## src/rtl/sdram_aux_arbiter.sv

```systemverilog
// sdram_aux_arbiter
//   Round-robin arbiter that lets three auxiliary clients share the SDRAM
//   controller's tape port. Each access runs through ISSUE -> WAIT -> DONE.
//   WAIT ends on a read-ack toggle, on a write-ack pulse, or after TIMEOUT
//   cycles. A timed-out access returns rd_data = 8'hFF with err set.
//
// Parameters
//   TIMEOUT     wait-cycle limit per access (10-bit counter)
// Ports
//   clk, reset  SDRAM system clock; synchronous active-high reset
//   cN_req/we/addr/din   client N request (level), direction, address, data
//   cN_ack      client N completion pulse (one cycle, in DONE)
//   rd_data     read data shared by all clients; err flags a timed-out access
//   mem_addr/mem_din/mem_rd/mem_wr   request side to the controller
//   mem_dout    read data from the controller
//   mem_rd_ack  toggles once per completed read
//   mem_wr_ack  one-cycle pulse per completed write
module sdram_aux_arbiter #(
    parameter int TIMEOUT = 1023
) (
    input  logic        clk,
    input  logic        reset,
    input  logic        c0_req,
    input  logic        c0_we,
    input  logic [22:0] c0_addr,
    input  logic [7:0]  c0_din,
    output logic        c0_ack,
    input  logic        c1_req,
    input  logic        c1_we,
    input  logic [22:0] c1_addr,
    input  logic [7:0]  c1_din,
    output logic        c1_ack,
    input  logic        c2_req,
    input  logic        c2_we,
    input  logic [22:0] c2_addr,
    input  logic [7:0]  c2_din,
    output logic        c2_ack,
    output logic [7:0]  rd_data,
    output logic        err,
    output logic [22:0] mem_addr,
    output logic [7:0]  mem_din,
    output logic        mem_rd,
    output logic        mem_wr,
    input  logic [7:0]  mem_dout,
    input  logic        mem_rd_ack,
    input  logic        mem_wr_ack
);

    typedef enum logic [1:0] {IDLE, ISSUE, WAIT, DONE} state_t;

    localparam logic [9:0] TO_LAST = 10'(TIMEOUT - 1);

    state_t      state, state_nxt;
    logic [1:0]  ptr, ptr_nxt;
    logic [1:0]  grant, grant_nxt;
    logic        we, we_nxt;
    logic [9:0]  cnt, cnt_nxt;
    logic        rd_ref, rd_ref_nxt;
    logic [2:0]  ack, ack_nxt;
    logic        err_nxt;
    logic [7:0]  rd_data_nxt;
    logic [22:0] mem_addr_nxt;
    logic [7:0]  mem_din_nxt;
    logic        mem_rd_nxt, mem_wr_nxt;

    logic [2:0]  req;
    logic [1:0]  sel;
    logic        sel_found;
    logic        g_we;
    logic [22:0] g_addr;
    logic [7:0]  g_din;

    assign req    = {c2_req, c1_req, c0_req};
    assign c0_ack = ack[0];
    assign c1_ack = ack[1];
    assign c2_ack = ack[2];

    // First requester at or after the round-robin pointer, wrapping 2 -> 0.
    always_comb begin
        int unsigned idx;
        sel       = '0;
        sel_found = 1'b0;
        idx       = 0;
        for (int unsigned i = 0; i < 3; i++) begin
            idx = (32'(ptr) + i) % 32'd3;
            if (!sel_found && req[idx[1:0]]) begin
                sel       = idx[1:0];
                sel_found = 1'b1;
            end
        end
    end

    always_comb begin
        g_we   = c0_we;
        g_addr = c0_addr;
        g_din  = c0_din;
        case (grant)
            2'd1: begin
                g_we   = c1_we;
                g_addr = c1_addr;
                g_din  = c1_din;
            end
            2'd2: begin
                g_we   = c2_we;
                g_addr = c2_addr;
                g_din  = c2_din;
            end
            default: ;
        endcase
    end

    always_comb begin
        logic finish;
        state_nxt    = state;
        ptr_nxt      = ptr;
        grant_nxt    = grant;
        we_nxt       = we;
        cnt_nxt      = cnt;
        rd_ref_nxt   = rd_ref;
        ack_nxt      = '0;
        err_nxt      = 1'b0;
        rd_data_nxt  = rd_data;
        mem_addr_nxt = mem_addr;
        mem_din_nxt  = mem_din;
        mem_rd_nxt   = mem_rd;
        mem_wr_nxt   = mem_wr;
        finish       = 1'b0;

        case (state)
            IDLE: begin
                // Follow the ack line while idle so toggles seen between
                // accesses cannot be mistaken for the next completion.
                rd_ref_nxt = mem_rd_ack;
                if (sel_found) begin
                    grant_nxt = sel;
                    ptr_nxt   = (sel == 2'd2) ? 2'd0 : sel + 2'd1;
                    state_nxt = ISSUE;
                end
            end
            ISSUE: begin
                mem_addr_nxt = g_addr;
                mem_din_nxt  = g_din;
                we_nxt       = g_we;
                mem_rd_nxt   = !g_we;
                mem_wr_nxt   = g_we;
                cnt_nxt      = '0;
                state_nxt    = WAIT;
            end
            WAIT: begin
                cnt_nxt = cnt + 10'd1;
                // Completion wins over timeout in the last allowed cycle.
                if (!we && (mem_rd_ack != rd_ref)) begin
                    rd_data_nxt = mem_dout;
                    rd_ref_nxt  = mem_rd_ack;
                    finish      = 1'b1;
                end else if (we && mem_wr_ack) begin
                    finish = 1'b1;
                end else if (cnt == TO_LAST) begin
                    rd_data_nxt = 8'hFF;
                    err_nxt     = 1'b1;
                    finish      = 1'b1;
                end
                if (finish) begin
                    mem_rd_nxt = 1'b0;
                    mem_wr_nxt = 1'b0;
                    ack_nxt    = 3'b001 << grant;
                    state_nxt  = DONE;
                end
            end
            DONE: begin
                state_nxt = IDLE;
            end
            default: state_nxt = IDLE;
        endcase
    end

    always_ff @(posedge clk) begin
        if (reset) begin
            state    <= IDLE;
            ptr      <= '0;
            grant    <= '0;
            we       <= 1'b0;
            cnt      <= '0;
            rd_ref   <= mem_rd_ack;
            ack      <= '0;
            err      <= 1'b0;
            rd_data  <= 8'hFF;
            mem_addr <= '0;
            mem_din  <= '0;
            mem_rd   <= 1'b0;
            mem_wr   <= 1'b0;
        end else begin
            state    <= state_nxt;
            ptr      <= ptr_nxt;
            grant    <= grant_nxt;
            we       <= we_nxt;
            cnt      <= cnt_nxt;
            rd_ref   <= rd_ref_nxt;
            ack      <= ack_nxt;
            err      <= err_nxt;
            rd_data  <= rd_data_nxt;
            mem_addr <= mem_addr_nxt;
            mem_din  <= mem_din_nxt;
            mem_rd   <= mem_rd_nxt;
            mem_wr   <= mem_wr_nxt;
        end
    end

endmodule

```

## config.mk

```make
export PLATFORM = sky130hd
export DESIGN_NAME = sdram_aux_arbiter
export DESIGN_NICKNAME = d
export VERILOG_FILES = /design/src/rtl/sdram_aux_arbiter.sv
export SDC_FILE = /design/constraint.sdc
export NUM_CORES = 1
export LEC_CHECK = 0
export CORE_UTILIZATION = 40
export CTS_BUF_LIST = sky130_fd_sc_hd__clkbuf_4 sky130_fd_sc_hd__clkbuf_8
export DETAILED_ROUTE_END_ITERATION = 12
export HOLD_SLACK_MARGIN = 0.15
export PLACE_DENSITY = 0.86
export SLEW_MARGIN = 5
export SYNTH_ARGS = -nofsm -noshare
export SYNTH_HDL_FRONTEND = slang
export SYNTH_SLANG_ARGS = --single-unit
export TNS_END_PERCENT = 10
```

## constraint.sdc

```tcl
create_clock -name clk -period 2.1 [get_ports clk]
set_clock_uncertainty 0.05 [all_clocks]
set_input_delay 0.42 -clock clk [delete_from_list [all_inputs] [get_ports clk]]
set_output_delay 0.42 -clock clk [all_outputs]
set_load 0.005 [all_outputs]
```

Word level (Yosys, flattened, before mapping)
Index checks and enable logic that the tools add are counted.
{ "totals": {"reg_bits": 63, "in_bits": 111, "output_inout_bits": 45, "elab_cells": 90} }
{ "classes": {"n_addsub": 4, "n_div": 3, "order_cmp": 3, "eq_ne": 12, "n_shift": 1, "mux": 33, "bitwise": 2, "reduce_logical": 19} }
{ "ops": {"columns": ["cell", "n"], "rows": [
  ["$mod 32x2->32 const B", 2],
  ["$pmux 23 s2", 1],
  ["$mod 2x2->32 const B", 1],
  ["$mux 8", 3],
  ["$pmux 10 s2", 1],
  ["$pmux 8 s2", 1],
  ["$mux 1", 13],
  ["$mux 2", 6],
  ["$add 10x1->10 const B", 1],
  ["$eq 10x10->1 const B", 1],
  ["$lt 2x3->1 const B", 3],
  ["$eq 2x2->1 const B", 4],
  ["$pmux 1 s2", 4],
  ["$pmux 2 s4", 1],
  ["$reduce_and 2->1", 4],
  ["$bmux 1 s2", 3],
  ["$ne 2x2->1 const B", 3],
  ["$eq 2x1->1 const B", 2],
  ["$logic_and 1x1->1", 4],
  ["$logic_not 1->1", 4],
  ["$reduce_bool 2->1", 2],
  ["$reduce_or 4->1", 1],
  ["$add 2x1->3 const B", 1],
  ["$add 2x2->3 const B", 1],
  ["9 further kinds", 10]
]} }

Longest topological paths before layout
Gate-level depths: netlist (run 1).
{ "depth": {"depth_word": 12, "mapped_depth": 8, "mapped_depth_nobuf": 7} }

Worst setup path before layout (run 1)
OpenSTA, ideal clock, no wires.
{ "synth_timing": {"kind": "reg-to-reg", "from": "reg ptr[0]", "to": "reg ptr[0]", "setup_time_ns": 0.117, "t_arrival_ns": 1.670, "required_ns": 1.933, "slack_ns": 0.262, "stages_incl_launch_ff": 8, "path_buffers": 0, "synth_period_minus_slack_ns": 1.838, "cell_sequence": "dfxtp_1 -> inv_1 -> ha_1 -> and3b_1 -> o21bai_1 -> o31ai_4 -> nor4_1 -> a32o_1"} }
{ "synth_between": {"elab_chain_cells": 12, "word_cells_on_any_way": 25, "cone_classes": "add/sub (3); div (3); eq/ne (1); mux (13); reduce/logical (5)"} }
{ "synth_lines": {"columns": ["item", "line", "source"], "rows": [
  ["from (decl)", "54", "logic [1:0] ptr, ptr_nxt;"],
  ["from (signal assigned)", "194", "ptr <= ptr_nxt;"],
  ["parallel branches: the longest is 12 deep, another holds $mod 32x2->32", null, null]
]} }
Several ways; the timed one is not identified. The select of a mux whose other input is x is not followed.
A chain may end at the register's enable or synchronous reset.

Worst setup path in the final report (run 1)
{ "layout_timing": {"from": "reg ptr[0]", "to": "reg grant[0]"} }
{ "layout_between": {"elab_chain_cells": 11, "word_cells_on_any_way": 22, "cone_classes": "add/sub (2); div (3); mux (12); reduce/logical (5)"} }
{ "layout_lines": {"columns": ["item", "line", "source"], "rows": [
  ["parallel branches: the longest is 11 deep, another holds $mod 32x2->32", null, null],
  ["to (signal assigned)", "195", "grant <= grant_nxt;"],
  ["to (decl)", "55", "logic [1:0] grant, grant_nxt;"]
]} }
Several ways; the timed one is not identified. The select of a mux whose other input is x is not followed.

==> impl_metrics.yaml, run 1 <==
routing:
  wl_mm: 9.14
  wl_per_cell_um: 14.1
  dr.pass1.iters: 4
  vias_per_cell: 5.09
  vias: 3289
  drt_iter0_markers: 120
  drcViolationCount: 0
  antenna_left: 0
clock_network:
  cts_sinks: 63
  cts_resized: 0
  post-cts-setup-buffers: 0
  clkLatencyLatePin_ns: 0.32
  htreeDepth: 3
  cts_tree: "yes"
  clockRootBuffer: "clkbuf_8"
  clk_pin_slew_ns: 0.07
  cts_buffers: 9
  cts-hold-fix-buffers: 0
  cts.path.max_buffers: 2
worst_setup_path:
  cp_max_fo: 4
  r2r_start: "ptr[0]$_SDFFE_PP0P_"
  crit_slowest_cell: "or3_1"
  worstSetupEndpointType: "flop"
  worst-path-buf-inv: 1
  crit_path_frequent_cell: "o21ai_0"
  startpoint_type: "flop"
  timing.rr.end: "grant[0]$_SDFFE_PP0P_"
  cp_top_family: "simple AND/OR/NAND/NOR gates"
  path_cells: "inv_1 > ha_1 > and3b_1 > o21bai_1 > or3_1 > o21ai_0 > o21ai_0"
  regToRegSetupSlack_ns: 0.16
  critPathMaxStageDelay_ns: 0.37
  r2r_cells: 7
  worstSetupPathType: "reg -> reg"
  required_ns: 2.24
  worstPathArrival_ns: 2.08
synthesis:
  ys_ff_latch: 63
  synth_area_leader_cell: "dfxtp_1"
  synth_xor_area_share_pct: 2.16
  synth_area_mm2: 0.00325
  postSynthCellCount: 386
  synth-main-ff-cell: "dfxtp_1"
  synth-simple-area-share_pct: 17.7
  synthAdderAreaFrac_pct: 4.23
  synth_compound_area_share_pct: 21.0
  synth_seq_area_share_pct: 39.1
  synth_cell_types: 43
  async_flop_share_pct: 0
  netlist_top_cells_area: "dfxtp_1 38%, mux2i_1 11%, a22oi_1 7.4%"
  syn_nets: 508
  syn-mean-instance-area_um2: 8.42
  post_synth_mux_area_share_pct: 11.7
  synth_edf_count: 1
  synth_top_family_by_area: "compound AO/OA/AOI/OAI gates"
  synth_warnings: 0
  netlist.area_leader.share_pct: 38.2
place:
  place_congestion: 0.903
  hpwl_mm: 6.99
  io_buffers: 155
finish:
  nets: 661
  final_cell_mix: "155 x clkdlybuf4s50_1, 61 x dfxtp_1, 53 x nand2_1"
  n_antenna_cell: 0
  multi_input_area_mm2: 0.00185
  layout_commonest_cell: "clkdlybuf4s50_1"
  ff_latch_area_mm2: 0.00127
  post-route-util_pct: 65.8
  synthToLayoutAreaGrowth_pct: 58.0
  fillers: 677
  layout-drive-gt1-share_pct: 6.99
timing:
  setup_violations: 0
  min_period_ns: 1.94
  finalHoldViolations: 0
  slew_viol_final: 0
  rsz0062_at_grt: "no"
  finalCritPeriodShare_pct: 92.2
  maxSlewHeadroom_pct: 72.9
  tightestPinTransition_ns: 0.407
  max_clock_freq_ghz: 0.517
global_routing:
  grt_pass1_wl_mm: 14.7
  antenna_found_initial: 0
  grt_pass1_vias: 3187
  grt_max_degree: 63
  grt_overflow: 0
  gr-usage-all-layers_pct: 21.5
power_and_ir_drop:
  total_power_mw: 5.56
  ir_drop_v: 0.000572
  p_per_area_mw_per_mm2: 1080
  p_leak_nw: 1.92
outcome:
  status: "completed"
min_path:
  hold_depth: 1
  hold_start: "rd_data[1]$_SDFFE_PP1P_"
  hold_end: "rd_data[1]$_SDFFE_PP1P_"
  hold_class: "reg -> reg"
floorplan:
  core_mm2: 0.00781
  initial_core_util_pct: 41.6
  fp.dieW_um: 92.1
  io_pins: 156
  die-height_um: 92.1
  die_area_mm2: 0.00849
  rows: 32
job:
  cap_violations: 0
## cell families after synthesis
group,after synthesis
xor gates and xnor gates,8
muxes,38
buffers and inverters,34
and+or+nand+nor,132
AOI/OAI and AO/OA,100
adders and majority gates,11
DFF,63
## state kept, by name, summed over array words and instances, names as in the netlist
name,cells
ack,3
cnt,10
err,1
grant,2
mem_addr,23
mem_din,8
mem_rd,1
mem_wr,1
ptr,2
rd_data,8
rd_ref,1
state,2
we,1
## per-layer routing
metal  GRT usage, %  vias up  share of wire, %  routed length [um]
met1           25.2     1498                42                3810
met2           38.1      106                50                4550
met5              0        -                 0                   0
met4           8.59        0               2.4                 222
li1               -     1669                 -                   -
met3           4.39       16               6.1                 559
## where the power goes
part           internal [mW]  total (mW)  switching (mW)
sequential              1.48        1.65           0.169
combinational           1.46        2.97            1.51
clock                  0.516       0.952           0.437
total                   3.45        5.56            2.12
## how the worst max path moves through the flow
| stage | startpoint | end | slack, ns | depth (start not counted) |
|---|---|---|---|---|
| floorplan | ptr[0]$_SDFFE_PP0P_ | ptr[0]$_SDFFE_PP0P_ | 0.26 | 7 |
| global placement | c1_req | state[0]$_SDFFE_PP0P_ | -0.002 | 6 |
| detailed placement | c2_req | grant[0]$_SDFFE_PP0P_ | -0.06 | 6 |
| CTS | ptr[0]$_SDFFE_PP0P_ | grant[0]$_SDFFE_PP0P_ | 0.10 | 7 |
| global route | ptr[0]$_SDFFE_PP0P_ | grant[0]$_SDFFE_PP0P_ | 0.02 | 7 |
| finish | ptr[0]$_SDFFE_PP0P_ | grant[0]$_SDFFE_PP0P_ | 0.16 | 7 |
## layout make-up
class	instances	share of cell area, %
sequential	63	24.8
clock inverter	3	0.341
multi-input combinational	289	36.1
clock buffer	13	3.24
tap	102	2.48
timing repair buffer	167	32.4
inverter	9	0.658
## cell usage after synthesis (all sizes together), types with 2 or more instances
cell type / n
nand2: 53
a21oi: 5
nor2: 46
mux2i: 37
nor2b: 4
clkbuf: 21
buf: 4
xor2: 8
inv: 9
o21a: 2
nand3: 6
nand4: 3
or3: 5
nand2b: 5
dfxtp: 62
o22a: 8
nor3: 6
ha: 11
a22oi: 32
a31oi: 3
o21ai: 39
## through the flow
step,TNS (ns),instances,instance area (um^2),hold slack [ns],setup WS [ns]
floorplan,0,386,3250,0.395,0.262
global placement,-0.00189,630,4950,0.395,-0.00189
detailed placement,-0.182,630,4950,0.399,-0.0606
CTS,0,646,5130,0.415,0.102
global route,0,646,5140,0.445,0.0172
finish,0,646,5140,0.415,0.165
No activity file was read; power rests on OpenSTA's default activity.
==> run 2, diff against run 1 <==
Settings changed: CORE_MARGIN set to 3, CTS_CLUSTER_SIZE set to 8.
==> run 2 against run 1 <==
Net effect: utilization rose by 0.62 points; hold slack better by 0.0045 ns; cell count grew 0.31%; global-route usage is 0.73 points lower; first-iteration DRC count is 5.8% lower; sequential cell count did not move; sequential share of layout area shrank 0.26 points; routed wire length increased by 9.9%; via count rose by 2.3%; non-clock buffer count is 2 higher; cell area up 0.95%; fmax fell by 1.8%; critical endpoint is now state[0]$_SDFFE_PP0P_.
==> impl_metrics.yaml, run 2 (synthesis results as in run 1) <==
clock_network:
  post-cts-setup-buffers: 0
  cts_buffers: 9
  htreeDepth: 3
  cts_tree: "yes"
  clk_pin_slew_ns: 0.08
  cts_sinks: 63
  cts.path.max_buffers: 2
  clockRootBuffer: "clkbuf_8"
  clkLatencyLatePin_ns: 0.34
global_routing:
  grt_pass1_vias: 3264
  grt_pass1_wl_mm: 15.1
  grt_overflow: 0
  gr-usage-all-layers_pct: 20.8
  antenna_found_initial: 0
  grt_max_degree: 37
job:
  cap_violations: 0
worst_setup_path:
  cp_max_fo: 4
  worstSetupEndpointType: "flop"
  worstPathArrival_ns: 2.15
  worstSetupPathType: "reg -> reg"
  startpoint_type: "flop"
  required_ns: 2.28
  r2r_start: "ptr[0]$_SDFFE_PP0P_"
  critPathLaunch: "ptr[0]$_SDFFE_PP0P_"
place:
  placed_cell_area_mm2: 0.00498
  hpwl_mm: 7.79
  io_buffers: 155
  place_congestion: 0.884
  place_ws_ns: -0.145
timing:
  tightestPinTransition_ns: 0.512
  finalCritPeriodShare_pct: 93.8
  maxSlewHeadroom_pct: 65.9
  min_period_ns: 1.97
  setup_violations: 0
  whs_ns: 0.420
  totalNegativeSetupSlack_ns: 0
  max_clock_freq_ghz: 0.507
  rsz0062_at_grt: "yes"
  finalHoldViolations: 0
  slew_viol_final: 0
  fin_ws_ns: 0.130
floorplan:
  fp.dieW_um: 96.1
  rows: 32
  core_mm2: 0.00781
  initial_core_util_pct: 41.6
  die-height_um: 96.1
  io_pins: 156
  die_area_mm2: 0.00924
outcome:
  status: "completed"
power_and_ir_drop:
  p_per_area_mw_per_mm2: 1120
  p_leak_nw: 1.94
  ir_drop_v: 0.000610
routing:
  drt_iter0_markers: 113
  dr.pass1.iters: 5
  antenna_left: 0
  drcViolationCount: 0
  wl_per_cell_um: 15.5
  vias: 3364
  wl_mm: 10.0
  vias_per_cell: 5.19
finish:
  layout_commonest_cell: "clkdlybuf4s50_1"
  nets: 663
  largest_reg_flops: 23
  n_antenna_cell: 0
  design_area_mm2: 0.00518
  layout-drive-gt1-share_pct: 7.33
  top_register: "mem_addr"
  post-route-util_pct: 66.4
  synthToLayoutAreaGrowth_pct: 59.5
  final_cell_mix: "155 x clkdlybuf4s50_1, 62 x dfxtp_1, 53 x nand2_1"
  top_regs: "mem_addr x23, cnt x10"
min_path:
  hold_class: "reg -> reg"
  hold_start: "rd_data[2]$_SDFFE_PP1P_"
==> run 2: cell count changes in the layout (fill, tap and decap cells not counted), sizes merged <==
cell and change:
buf +2, clkinv -1, bufinv +1, clkbuf -4
inv +4
==> run 2: worst max-delay path: stages (launching register included) <==
cell,delay (ns)
dfxtp_1,0.40
inv_1,0.08
ha_1,0.24
and3b_1,0.20
o21bai_1,0.24
nor3_1,0.26
a32oi_1,0.12
o221a_2,0.27
==> run 2: metrics by stage <==
stage / power, mW / std cells
after floorplan: 3.47 / 386
after global placement: 4.61 / 632
after detailed placement: 4.72 / 632
after CTS: 5.84 / 648
after global routing: 6.23 / 648
final: 5.80 / 648
==> run 2: cell type report <==
| type | count | area, um^2 |
|---|---|---|
| fillers | 660 | 2620 |
| inverters | 9 | 33.8 |
| repair buffers | 169 | 1690 |
| clock inverters | 7 | 78.8 |
| multi-input cells | 289 | 1860 |
| flip-flops and latches | 63 | 1270 |
| well taps | 102 | 128 |
| clock buffers | 9 | 124 |
==> run 2: where the power goes <==
group / total [mW] / switching, mW / internal, mW
logic: 3.08 / 1.58 / 1.50
clock network: 1.09 / 0.523 / 0.563
registers: 1.64 / 0.166 / 1.47
total: 5.80 / 2.27 / 3.54
==> run 2: worst paths after layout <==
path                                                end  slack, ns  cells past startpoint
worst max-delay path              state[0]$_SDFFE_PP0P_       0.13                      7
worst min-delay path            rd_data[2]$_SDFFE_PP1P_       0.42                      1
worst max register to register    state[0]$_SDFFE_PP0P_       0.13                      7
worst min register to register  rd_data[2]$_SDFFE_PP1P_       0.42                      1
==> run 2: what timing repair did <==
| action | 4_1_cts | 5_1_grt |
|---|---|---|
| endpoints found under the setup margin | 0 | 5 |
| gates resized for setup | 0 | 2 |
| hold buffers | 0 | 0 |
==> run 2: layer usage <==
metal  track usage, %  routed length [um]  up-vias
li1                 -                   -     1669
met1             23.8                3930     1561
met2             37.0                5130      113
met3             4.30                 699       21
met4             9.00                 282        0
met5                0                   0        -
